$ cat src/rtl/mem16_arbiter.sv
// 16x4 register memory shared by two round-robin ports,
// with a background greatest-value scan engine.
module mem16_arbiter #(
  parameter int DEPTH = 16,
  parameter int WIDTH = 4
) (
  input  logic             clk,
  input  logic             rst,
  input  logic             req0,
  input  logic             req1,
  input  logic             we0,
  input  logic             we1,
  input  logic [3:0]       adrs0,
  input  logic [3:0]       adrs1,
  input  logic [WIDTH-1:0] din0,
  input  logic [WIDTH-1:0] din1,
  output logic             gnt0,
  output logic             gnt1,
  output logic [WIDTH-1:0] dout,
  output logic             dvalid,
  output logic             dsrc,
  input  logic             scan_start,
  output logic             scan_busy,
  output logic             scan_done,
  output logic [WIDTH-1:0] grtst,
  output logic [3:0]       grtst_adrs
);

  // {addr15 .. addr0}
  localparam logic [63:0] INIT = {
    4'd0, 4'd1, 4'd15, 4'd2,
    4'd14, 4'd9, 4'd7, 4'd1,
    4'd0, 4'd5, 4'd12, 4'd8,
    4'd7, 4'd9, 4'd3, 4'd1
  };

  typedef enum logic {
    IDLE,
    SCAN
  } scan_st_t;

  logic [WIDTH-1:0] mem [DEPTH];
  logic             last;
  scan_st_t         state;
  logic [3:0]       idx;
  logic [WIDTH-1:0] run_max;
  logic [3:0]       run_adrs;
  logic [WIDTH-1:0] cur;
  logic             ge;
  logic             step;

  // last=1 means port 1 won most recently
  assign gnt0 = req0 & (~req1 | last);
  assign gnt1 = req1 & (~req0 | ~last);

  assign cur  = mem[idx];
  assign ge   = (cur >= run_max);
  assign step = (state == SCAN) & ~gnt0 & ~gnt1;

  // port accesses: memory writes, registered reads, rr pointer
  always_ff @(posedge clk or posedge rst) begin
    if (rst) begin
      for (int i = 0; i < DEPTH; i++)
        mem[i] <= WIDTH'(INIT[i*4 +: 4]);
      last   <= 1'b1;
      dout   <= '0;
      dvalid <= 1'b0;
      dsrc   <= 1'b0;
    end else begin
      dvalid <= 1'b0;
      if (gnt0) begin
        last <= 1'b0;
        if (we0) begin
          mem[adrs0] <= din0;
        end else begin
          dout   <= mem[adrs0];
          dvalid <= 1'b1;
          dsrc   <= 1'b0;
        end
      end else if (gnt1) begin
        last <= 1'b1;
        if (we1) begin
          mem[adrs1] <= din1;
        end else begin
          dout   <= mem[adrs1];
          dvalid <= 1'b1;
          dsrc   <= 1'b1;
        end
      end
    end
  end

  // scan FSM: one step per cycle with no port grant
  always_ff @(posedge clk or posedge rst) begin
    if (rst) begin
      state      <= IDLE;
      idx        <= '0;
      run_max    <= '0;
      run_adrs   <= '0;
      scan_busy  <= 1'b0;
      scan_done  <= 1'b0;
      grtst      <= '0;
      grtst_adrs <= '0;
    end else begin
      scan_done <= 1'b0;
      unique case (state)
        IDLE: begin
          if (scan_start) begin
            state     <= SCAN;
            idx       <= '0;
            run_max   <= '0;
            run_adrs  <= '0;
            scan_busy <= 1'b1;
          end
        end
        SCAN: begin
          if (step) begin
            if (idx == 4'd15) begin
              grtst      <= ge ? cur : run_max;
              grtst_adrs <= ge ? idx : run_adrs;
              scan_done  <= 1'b1;
              scan_busy  <= 1'b0;
              state      <= IDLE;
            end else begin
              if (ge) begin
                run_max  <= cur;
                run_adrs <= idx;
              end
              idx <= idx + 4'd1;
            end
          end
        end
        default: state <= IDLE;
      endcase
    end
  end

endmodule
$ cat config.mk
export PLATFORM = sky130hd
export DESIGN_NAME = mem16_arbiter
export DESIGN_NICKNAME = d
export VERILOG_FILES = /design/src/rtl/mem16_arbiter.sv
export SDC_FILE = /design/constraint.sdc
export NUM_CORES = 1
export LEC_CHECK = 0
export CORE_MARGIN = 8
export CORE_UTILIZATION = 45
export CTS_CLUSTER_DIAMETER = 50
export DETAILED_ROUTE_END_ITERATION = 8
export SLEW_MARGIN = 40
export SYNTH_ARGS = -nofsm -noshare
export SYNTH_HDL_FRONTEND = slang
export SYNTH_SLANG_ARGS = --single-unit
$ cat constraint.sdc
create_clock -name clk -period 3.9 [get_ports clk]
set_input_delay 0.78 -clock clk [delete_from_list [all_inputs] [get_ports clk]]
set_output_delay 0.78 -clock clk [all_outputs]
set_load 0.03 [all_outputs]
# After elaboration in Yosys (flattened, before gate mapping)
# Cells that the tools add are included.
[classes] magnitude_cmp=6 addsub=1 n_bitwise=15 muxes=56 n_reduce_logical=9 n_eq_ne=8
[ops] op="two-way mux 64 bit" n=4
[ops] op="bitwise mux 64 bit" n=2
[ops] op="two-way mux 4 bit" n=21
[ops] op="binary-select mux 4 bit (select 4 bit)" n=3
[ops] op="demux 4 bit (select 4 bit)" n=2
[ops] op="one-hot mux 4 bit (2 select lines)" n=3
[ops] op="two-way mux 1 bit" n=19
[ops] op=">= comparator 5 bit (second input constant)" n=3
[ops] op="NOT 4 -> 5 bit" n=3
[ops] op="AND reduction 3 bit" n=5
[ops] op="< comparator 5 x 1 -> 1 bit (second input constant)" n=2
[ops] op="inequality test 2 bit (second input constant)" n=4
[ops] op="inequality test 2 x 1 -> 1 bit (second input constant)" n=3
[ops] op="NOT 1 bit" n=6
[ops] op="adder 4 x 1 -> 4 bit (second input constant)" n=1
[ops] op="bitwise AND 1 bit" n=4
[ops] op="== test 4 bit (second input constant)" n=1
[ops] op=">= comparator 4 bit" n=1
[ops] op="one-hot mux 1 bit (2 select lines)" n=2
[ops] op="nonzero test 2 bit" n=2
[ops] op="logical AND 1 bit" n=2
[ops] op="bitwise OR 1 bit" n=2
[word_totals] reg_bits=94 word_cells=123 output_inout_bits=18

# Logic depth before layout (Yosys ltp)
# Gate-level depths: netlist of run 1.
[logic_depth] depth_word=9 mapped_depth=11

# Worst setup path before layout of run 1
# OpenSTA, ideal clock, no wires.
[synth_timing] path_kind="register -> register" startpoint="register idx[0]" endpoint="register grtst[1]" required_ns=3.818 setup_ns=0.082 slack_ns=1.221 arrival_time_ns=2.598 period_less_slack_ns=2.679 path_stages_with_launch=12 path_cell_list="dfrtp_1 buf_6 buf_4 mux4_2 nand3_1 nand3_1 ha_1 nand2_1 o21ai_0 clkbuf_1 nand2_1 a31oi_1"
[synth_between] elab_chain_len=6 elab_cells_between_ends=8 classes_between="order compare: 1; eq/ne: 1; mux: 4; bitwise: 1; reduce/logical: 1"
[synth_rtl] element="start, declared" line="45" text="logic [3:0] idx;"
[synth_rtl] element="start signal, assigned" line="129" text="idx <= idx + 4'd1;"
[synth_rtl] element="NOT 4 -> 5 bit (implied by the code)" line="56" text="assign cur = mem[idx];"
[synth_rtl] element="binary-select mux 4 bit (select 4 bit)" line="56"
[synth_rtl] element="two-way mux 4 bit (implied by the code) (2 in series)" line="56"
[synth_rtl] element=">= comparator 4 bit" line="57" text="assign ge = (cur >= run_max);"
[synth_rtl] element="two-way mux 4 bit"
[synth_rtl] element="end signal, assigned" line="119" text="grtst <= ge ? cur : run_max;"
[synth_rtl] element="end, declared" line="25" text="output logic [WIDTH-1:0] grtst,"
# Several ways; a longest one is shown, not always the timed one. The select of a mux whose other input is x is not followed.
# A chain may end at the register's enable or synchronous reset.

# Worst setup path in the final report of run 1
[layout_timing] startpoint="input port req0" endpoint="output port gnt1"
[layout_between] elab_chain_len=3
[layout_rtl] element="start, declared" line="9" text="input logic req0,"
[layout_rtl] element="NOT 1 bit" line="54" text="assign gnt1 = req1 & (~req0 | ~last);"
[layout_rtl] element="bitwise OR 1 bit" line="54"
[layout_rtl] element="bitwise AND 1 bit" line="54"
[layout_rtl] element="end, declared" line="18" text="output logic gnt1,"
# Every way passes these cells.

==> flow_summary.toml, run 1 <==
[clock_network]
clock_sinks = 94
insertion_delay_ps = 350
cts_setup_buffers = 0
cts_made_buffers = 9
clock_path_buffers = 2
cts-resized-gates = 0
postCtsHoldBufs = 0
path_clk_slew_ps = 70
h-tree-depth = 3
cts_tree = "done"
clockRootBuffer = "clkbuf_16"

[sta]
tns_ps = 0
max_slew_margin = 0.461
layout_min_cycle_time_ps = 3290
fin_crit_sh = 0.843
worst_pin_slew_ps = 807
max_freq_mhz = 304
setup_violations = 0
finalClockSkew_ps = 13.1
rsz0062_at_grt = "false"
slew_viol_final = 0
hold_viol = 0

[grt]
grtUsageTotal = 0.215
globalRouteOverflowTotal = 0
antenna_found_initial = 0
grt_pass1_wl_um = 30100
grt_pass1_vias = 5199
grt_max_degree = 46

[synth]
yosys.cell_types.count = 54
netlist_instances = 577
netlist.top_cell.by_area = "dfrtp_1"
syn_avg_cell_area_um2 = 11.1
synth_area_leaders = "dfrtp_1 (25%), mux2_2 (14%), dfstp_2 (12%)"
ys_seq_area_frac = 0.374
synth_top_area_share = 0.255
syn_nets = 605
yosys_warnings = 0
synth_area_mm2 = 0.00638
synth-seq-cells = 94

[floorplan]
initial_core_util = 0.460
dieArea_mm2 = 0.0182
core_area_mm2 = 0.0139
dieHeight_um = 135
die_w_um = 135
rows = 43
io_pins = 41

[pwr]
leakage_nw = 2.89
switching_share = 0.340
seqPwrFrac = 0.404
power_frac_comb = 0.296
intPower_mw = 2.05
clock_power_share = 0.300
cellPowerDensity_mw_per_mm2 = 428
power.switching_mw = 1.05
worst_ir_drop_vdd_v = 0.000226

[drt]
drc = 0
postRouteAntennaNets = 0
vias = 5281
vias_per_cell = 6.64
wirelength_um = 19500
drt-wirelength-per-cell_um = 24.5
dr.pass1.iters = 5
drtIter0Drc = 509

[hold_path]
min_from = "last"
min_path_type = "reg2reg"

[placement]
place_hpwl_um = 14500
routabilityCongestion = 0.979
port_buffers = 40
dp.cells = 779

[run]
drv_cap = 0

[cells_and_area]
layout-drive-gt1-share = 0.320
area_growth_pct = 13.5
nets = 638
nFillCells = 1236
antenna_cells = 0
layoutNonFillerInstCount = 795

[setup_path]
end_kind = "primary output"
cp_max_fo = 5
critical_path_arrival_ps = 2510
worst_ep_required_time_ps = 3120
r2r-start = "idx[0]"
critical_path_class = "in2out"
crit_path_start_kind = "input port"
startpoint = "req0"

[run_status]
status = "completed"
worst max-delay path, stage by stage:
cell and delay [ps]:
clkdlybuf4s50_1 510, a21boi_1 450, clkdlybuf4s50_1 760
power by group through the flow:
stage / sequential (mW) / combinational (mW) / clock (mW)
3_5_place_dp: 1.27 / 0.911 / 0
2_1_floorplan: 1.27 / 0.601 / 0
3_3_place_gp: 1.26 / 0.902 / 0
4_1_cts: 1.25 / 0.916 / 0.943
6_report: 1.25 / 0.918 / 0.932
5_1_grt: 1.27 / 0.983 / 0.985
state kept, by name, summed over array words and instances (netlist names):
register	cells
grtst_adrs	4
dvalid	1
idx	4
scan_busy	1
run_adrs	4
run_max	4
state	1
dout	4
grtst	4
dsrc	1
scan_done	1
last	1
mem	64
logic make-up after synthesis:
logic type | share of synthesized area
and+or+nand+nor | 0.132
muxes | 0.320
AOI/OAI and AO/OA | 0.120
DFF | 0.374
buffers and inverters | 0.0418
adders and majority gates | 0.00980
xor gates and xnor gates | 0.00275
cell usage after synthesis, drive strengths merged:
master,count
a221oi,3
a31oi,6
a22oi,5
a21oi,4
or2,3
dfrtp,65
buf,32
nor4,3
o311ai,3
nand3,32
nand2b,6
a22o,3
xor2,2
nand4,3
and3,1
o21ai,13
clkbuf,7
o22a,2
o21a,1
o22ai,61
nor4b,1
a32o,2
mux2,84
and2,1
and3b,1
dfstp,29
mux2i,23
a21o,1
nor2,44
nor3,6
mux4,37
o31ai,3
inv,6
and2b,2
o21bai,1
o32ai,4
or3b,1
nand2,58
ha,5
nor2b,12
a21boi,1
layer usage:
layer | routed length [um] | vias up | track usage
li1 | - | 2288 | -
met1 | 8340 | 2644 | 0.289
met2 | 8880 | 318 | 0.326
met3 | 1890 | 31 | 0.0516
met4 | 385 | 0 | 0.0851
met5 | 0 | - | 0
layout by cell type (no fill, tap or decap), types with 9 or more instances in the layout:
cell             Yosys  layout
mux2_2              81      81
dfrtp_1             65      65
o22ai_1             61      61
nand2_1             57      57
clkdlybuf4s50_1      0      39
nor2_1              32      32
nand3_1             32      32
dfstp_2             29      29
mux4_2              28      28
mux2i_1             23      23
buf_4                6      20
o21ai_0             13      13
nor2b_1             12      12
nor2_2              11      11
mux4_1               9       9
clkbuf_16            0       9
area by class of cell:
type	count	area [um^2]	area share
clock buffers	13	270	0.0373
clock inverters	3	42.5	0.00587
inverters	6	23.8	0.00328
multi-input cells	438	3730	0.515
flip-flops and latches	94	2390	0.330
well taps	180	225	0.0311
repair buffers	61	566	0.0781
through the flow:
step	setup slack (ps)	instance area (um^2)	hold WS (ps)	power (mW)	util
detailed placement	557	6930	483	2.18	0.499
CTS	578	7240	494	3.11	0.522
finish	614	7240	491	3.10	0.522
global route	539	7240	516	3.24	0.522
global placement	568	6930	479	2.16	0.499
floorplan	719	6380	460	1.87	-
path summary, 6_finish.rpt:
check,cells after the start,slack (ps),endpoint
setup reg to reg,9,760,run_max[2]
max in group asynchronous,3,2420,mem[43]
hold reg to reg,2,490,last
hold / removal,2,490,last
setup / recovery,3,610,gnt1
min in group asynchronous,2,690,grtst[2]
Note: power is estimated with default switching activity, not from simulation.
==> inputs of run 2 (changes only) <==
Settings changed: PLACE_DENSITY set to 0.66.
Clock period 3.9 ns to 2.7 ns, I/O delays scaled along.
==> flow_summary.toml, run 2 (synthesis gave the netlist of run 1 again) <==
[run_status]
status = "completed"

[grt]
grt-busiest-layer = "met2"
met1_usage = 0.292
grt_pass1_wl_um = 32300
antenna_found_initial = 0
met3_usage = 0.0676
globalRouteOverflowTotal = 0
grt_max_degree = 95
grt_pass1_vias = 5660
grtUsageTotal = 0.230
use_met2 = 0.349

[sta]
tns_ps = 0
rsz0062_at_grt = "true"
max_freq_mhz = 378
slew_viol_final = 0
layout_min_cycle_time_ps = 2650
worst_pin_slew_ps = 560
fin_crit_sh = 0.981
setup_violations = 0
finalClockSkew_ps = 6.99
hold_viol = 0
max_slew_margin = 0.627

[floorplan]
dieHeight_um = 135
rows = 43
io_pins = 41
die_w_um = 135
initial_core_util = 0.460
dieArea_mm2 = 0.0182
core_area_mm2 = 0.0139

[setup_path]
critical_path_class = "reg2reg"
end_kind = "flop"
crit_path_start_kind = "flop"
cp_max_fo = 8
worst_ep_required_time_ps = 2980
critical_path_arrival_ps = 2930

[cells_and_area]
regMostFlops = "mem"
finalCoreUtilization = 0.577
layoutNonFillerInstCount = 876
nets = 719
layout-drive-gt1-share = 0.417
area_growth_pct = 25.5
layout_common_cells = "buf_4 (91), mux2_2 (81), dfrtp_1 (64)"
layout_commonest_cell = "buf_4"
antenna_cells = 0
final_cell_area_mm2 = 0.00801
largest_reg_flops = 64

[pwr]
total_power_mw = 4.74
leakage_nw = 3.33
worst_ir_drop_vdd_v = 0.000342
cellPowerDensity_mw_per_mm2 = 592

[drt]
wirelength_um = 20700
drt-wirelength-per-cell_um = 23.6
vias_per_cell = 6.50
drtIter0Drc = 641
vias = 5690
dr.pass1.iters = 7
postRouteAntennaNets = 0
drc = 0

[clock_network]
cts_tree = "done"
h-tree-depth = 3
clock_sinks = 94
clock_path_buffers = 2
insertion_delay_ps = 360
clockRootBuffer = "clkbuf_16"
cts_made_buffers = 9
postCtsHoldBufs = 0
path_clk_slew_ps = 70

[placement]
place_hpwl_um = 15800
port_buffers = 40
dp.cells = 854
place_area_mm2 = 0.00761
routabilityCongestion = 0.997

[run]
drv_cap = 0

[hold_path]
min_path_type = "reg2reg"
[run 2: repair_timing]
| action | CTS | global route |
|---|---|---|
| cloned | 0 | 1 |
| setup endpoints to repair | 8 | 16 |
| buffers inserted | 0 | 5 |
| gates resized for setup | 1 | 17 |
| pin swaps | 0 | 6 |
[run 2: layer usage]
layer  up-vias  part of all wire
met4         0             0.040
met5         -                 0
met1      2827              0.40
li1       2450                 -
met2       352              0.45
met3        61              0.10
[run 2: path summary, 6_finish.rpt]
check / from / to / slack [ps] / cells past startpoint
worst max-delay path: idx[0] / grtst[0] / 50 / 9
worst max register to register: idx[0] / grtst[0] / 50 / 9
worst min register to register: dsrc / dsrc / 500 / 1
max in group asynchronous: rst / mem[11] / 1590 / 3
worst min-delay path: dsrc / dsrc / 500 / 1
min in group asynchronous: rst / mem[30] / 650 / 3
[run 2: per-stage QoR]
stage          worst slack, ps  hold WS (ps)
2_1_floorplan             20.6           460
3_3_place_gp              23.3           479
3_5_place_dp             -36.6           488
4_1_cts                   1.87           503
5_1_grt                  -66.5           525
6_report                  51.3           499
[run 2: area by class of cell]
type	instances	area [um^2]
well taps	180	225
clock inverters	5	57.6
inverters	6	26.3
repair buffers	142	1290
multi-input cells	438	3770
clock buffers	11	243
flip-flops and latches	94	2390
fillers	1165	5870
[run 2: critical path: stages (launching register included)]
cell     delay [ps]
dfrtp_2         430
buf_12          150
mux4_2          560
a22oi_2         150
nand3_1         120
ha_1            330
nand2_1         100
o21a_4          260
or2_2           310
a31oi_1         150
[run 2: where the power goes]
group          internal (mW)  total, mW  leakage [nW]  switching, mW
clock network          0.745       1.32         0.150          0.571
registers               1.60       1.78          1.17          0.186
logic                  0.784       1.64          2.01          0.858
==> inputs of run 3 (changes only) <==
Settings changed: ABC_AREA set to 1, HOLD_SLACK_MARGIN set to 0.08.
==> flow_summary.toml, run 3 <==
[run_status]
status = "completed"

[sta]
layout_min_cycle_time_ps = 2490
max_freq_mhz = 402
worst_pin_slew_ps = 493
fin_crit_sh = 0.921
finalClockSkew_ps = 7.14
tns_ps = 0
slew_viol_final = 0
rsz0062_at_grt = "false"
hold_viol = 0
setup_violations = 0
max_slew_margin = 0.671

[cells_and_area]
layout_commonest_cell = "nand2_1"
nFillCells = 1461
antenna_cells = 0
regMostFlops = "mem"
finalCoreUtilization = 0.544
layout_common_cells = "nand2_1 (491), o21ai_0 (101), inv_1 (84)"
nets = 1167
largest_reg_flops = 64
area_growth_pct = 17.4
layout-drive-gt1-share = 0.113

[clock_network]
postCtsHoldBufs = 0
cts_setup_buffers = 0
insertion_delay_ps = 360
h-tree-depth = 3
cts_made_buffers = 9
cts_tree = "done"
cts-resized-gates = 0
path_clk_slew_ps = 70
clockRootBuffer = "clkbuf_16"
clock_path_buffers = 2
clock_sinks = 94

[floorplan]
io_pins = 41
dieArea_mm2 = 0.0192
core_area_mm2 = 0.0146
die_w_um = 139
initial_core_util = 0.463
dieHeight_um = 139
rows = 44

[grt]
grtUsageTotal = 0.247
grt_pass1_vias = 7132
globalRouteOverflowTotal = 0
grt_pass1_wl_um = 38400
grt_max_degree = 95
antenna_found_initial = 0

[setup_path]
startpoint = "idx[0]"
endpoint = "grtst_adrs[0]"
worstReg2RegEnd = "grtst_adrs[0]"
r2r-start = "idx[0]"
end_kind = "flop"
reg2reg_setup_slack_ps = 210
cp_max_fo = 53
critical_path_class = "reg2reg"
worst-r2r-cell-count = 12
crit_path_start_kind = "flop"
critical_path_arrival_ps = 2720
worst_ep_required_time_ps = 2930

[run]
drv_cap = 0

[synth]
netlist_instances = 1079
synth-edff-count = 0
synth_top_area_share = 0.273
synth_area_leaders = "nand2_1 (27%), dfrtp_1 (24%), dfstp_2 (11%)"
syn_avg_cell_area_um2 = 6.26
netlist.top_cell.by_area = "nand2_1"
yosys_warnings = 0
ys_top_cells_by_count = "nand2_1 (491), o21ai_0 (101), inv_1 (85), nor2_1 (68)"
syn_nets = 1107
ys_seq_area_frac = 0.353
synth_area_mm2 = 0.00676
async_reset_ff_frac = 1.00
yosys.cell_types.count = 31
ys.flop_type = "dfrtp_1"
synth_most_common_cell = "nand2_1"
synth-seq-cells = 94

[drt]
drt-wirelength-per-cell_um = 17.7
wirelength_um = 23500
dr.pass1.iters = 5
vias_per_cell = 5.56
drtIter0Drc = 746
vias = 7383
postRouteAntennaNets = 0
drc = 0

[hold_path]
min_path_type = "reg2reg"
min_from = "grtst[0]"

[placement]
routabilityCongestion = 1.00
port_buffers = 40
place_hpwl_um = 17100

[pwr]
leakage_nw = 3.75
worst_ir_drop_vdd_v = 0.000403
cellPowerDensity_mw_per_mm2 = 750
run 3: cell count changes after synthesis, sizes merged, moves of 13 or more:
cell   previous run  this run
a21oi             4        24
inv               6        87
mux2             84         0
mux2i            23         0
mux4             37         0
nand2            58       491
nand3            32        45
nor2             44        81
o21ai            13       115
run 3: layout make-up:
cell class                      count  area [um^2]  area share
Timing Repair Buffer               95          873       0.110
Clock buffer                        9          225      0.0284
Sequential cell                    94         2390       0.301
Inverter                           89          345      0.0435
Multi-Input combinational cell    850         3800       0.480
Clock inverter                      7         63.8     0.00804
Tap cell                          184          230      0.0290
run 3: worst min path at each step:
stage                        to  cells past startpoint
floorplan           run_adrs[0]                      2
global placement     run_max[3]                      2
detailed placement     grtst[0]                      2
CTS                    grtst[0]                      2
global route        run_adrs[3]                      2
finish                 grtst[0]                      2
run 3: per-stage QoR:
step | power (mW) | cell area [um^2] | std cells | worst slack, ps | hold WS (ps)
2_1_floorplan | 3.68 | 6760 | 1079 | 294 | 448
3_3_place_gp | 4.62 | 7630 | 1312 | 200 | 464
3_5_place_dp | 4.65 | 7630 | 1312 | 176 | 465
4_1_cts | 5.94 | 7920 | 1328 | 170 | 484
5_1_grt | 6.40 | 7930 | 1328 | 0.852 | 508
6_report | 5.95 | 7930 | 1328 | 213 | 477
run 3: cells by family after synthesis:
group / after synthesis / synth area share
AO/OA/AOI/OAI: 220 / 0.185
AND/OR/NAND/NOR: 625 / 0.367
buffers and inverters: 135 / 0.0859
flip-flops: 94 / 0.353
adder cells (fa/ha/maj): 5 / 0.00926
run 3: where the power goes:
part | internal [mW] | switching [mW] | total [mW] | leakage (nW)
registers | 1.68 | 0.225 | 1.91 | 1.15
logic | 1.01 | 1.77 | 2.78 | 2.45
clock network | 0.646 | 0.612 | 1.26 | 0.143
total | 3.34 | 2.61 | 5.95 | 3.75
run 3: metal layers:
metal	GRT usage	part of all wire	routed length, um	vias up
met3	0.0497	0.083	1950	71
met1	0.322	0.43	10200	3350
met4	0.124	0.041	971	0
met2	0.381	0.44	10400	347
li1	-	-	-	3615
met5	0	0	0	-
run 3: worst max-delay path, cell delays in order (launching register included):
cell      delay, ps
dfrtp_1         430
buf_12          250
nand2_1          90
o211ai_1        100
nand3_1         150
nand2_1         170
nand2_1          80
ha_1            310
a21oi_1         140
nand3_1         120
buf_4           180
o21ai_0         200
o21ai_0         100
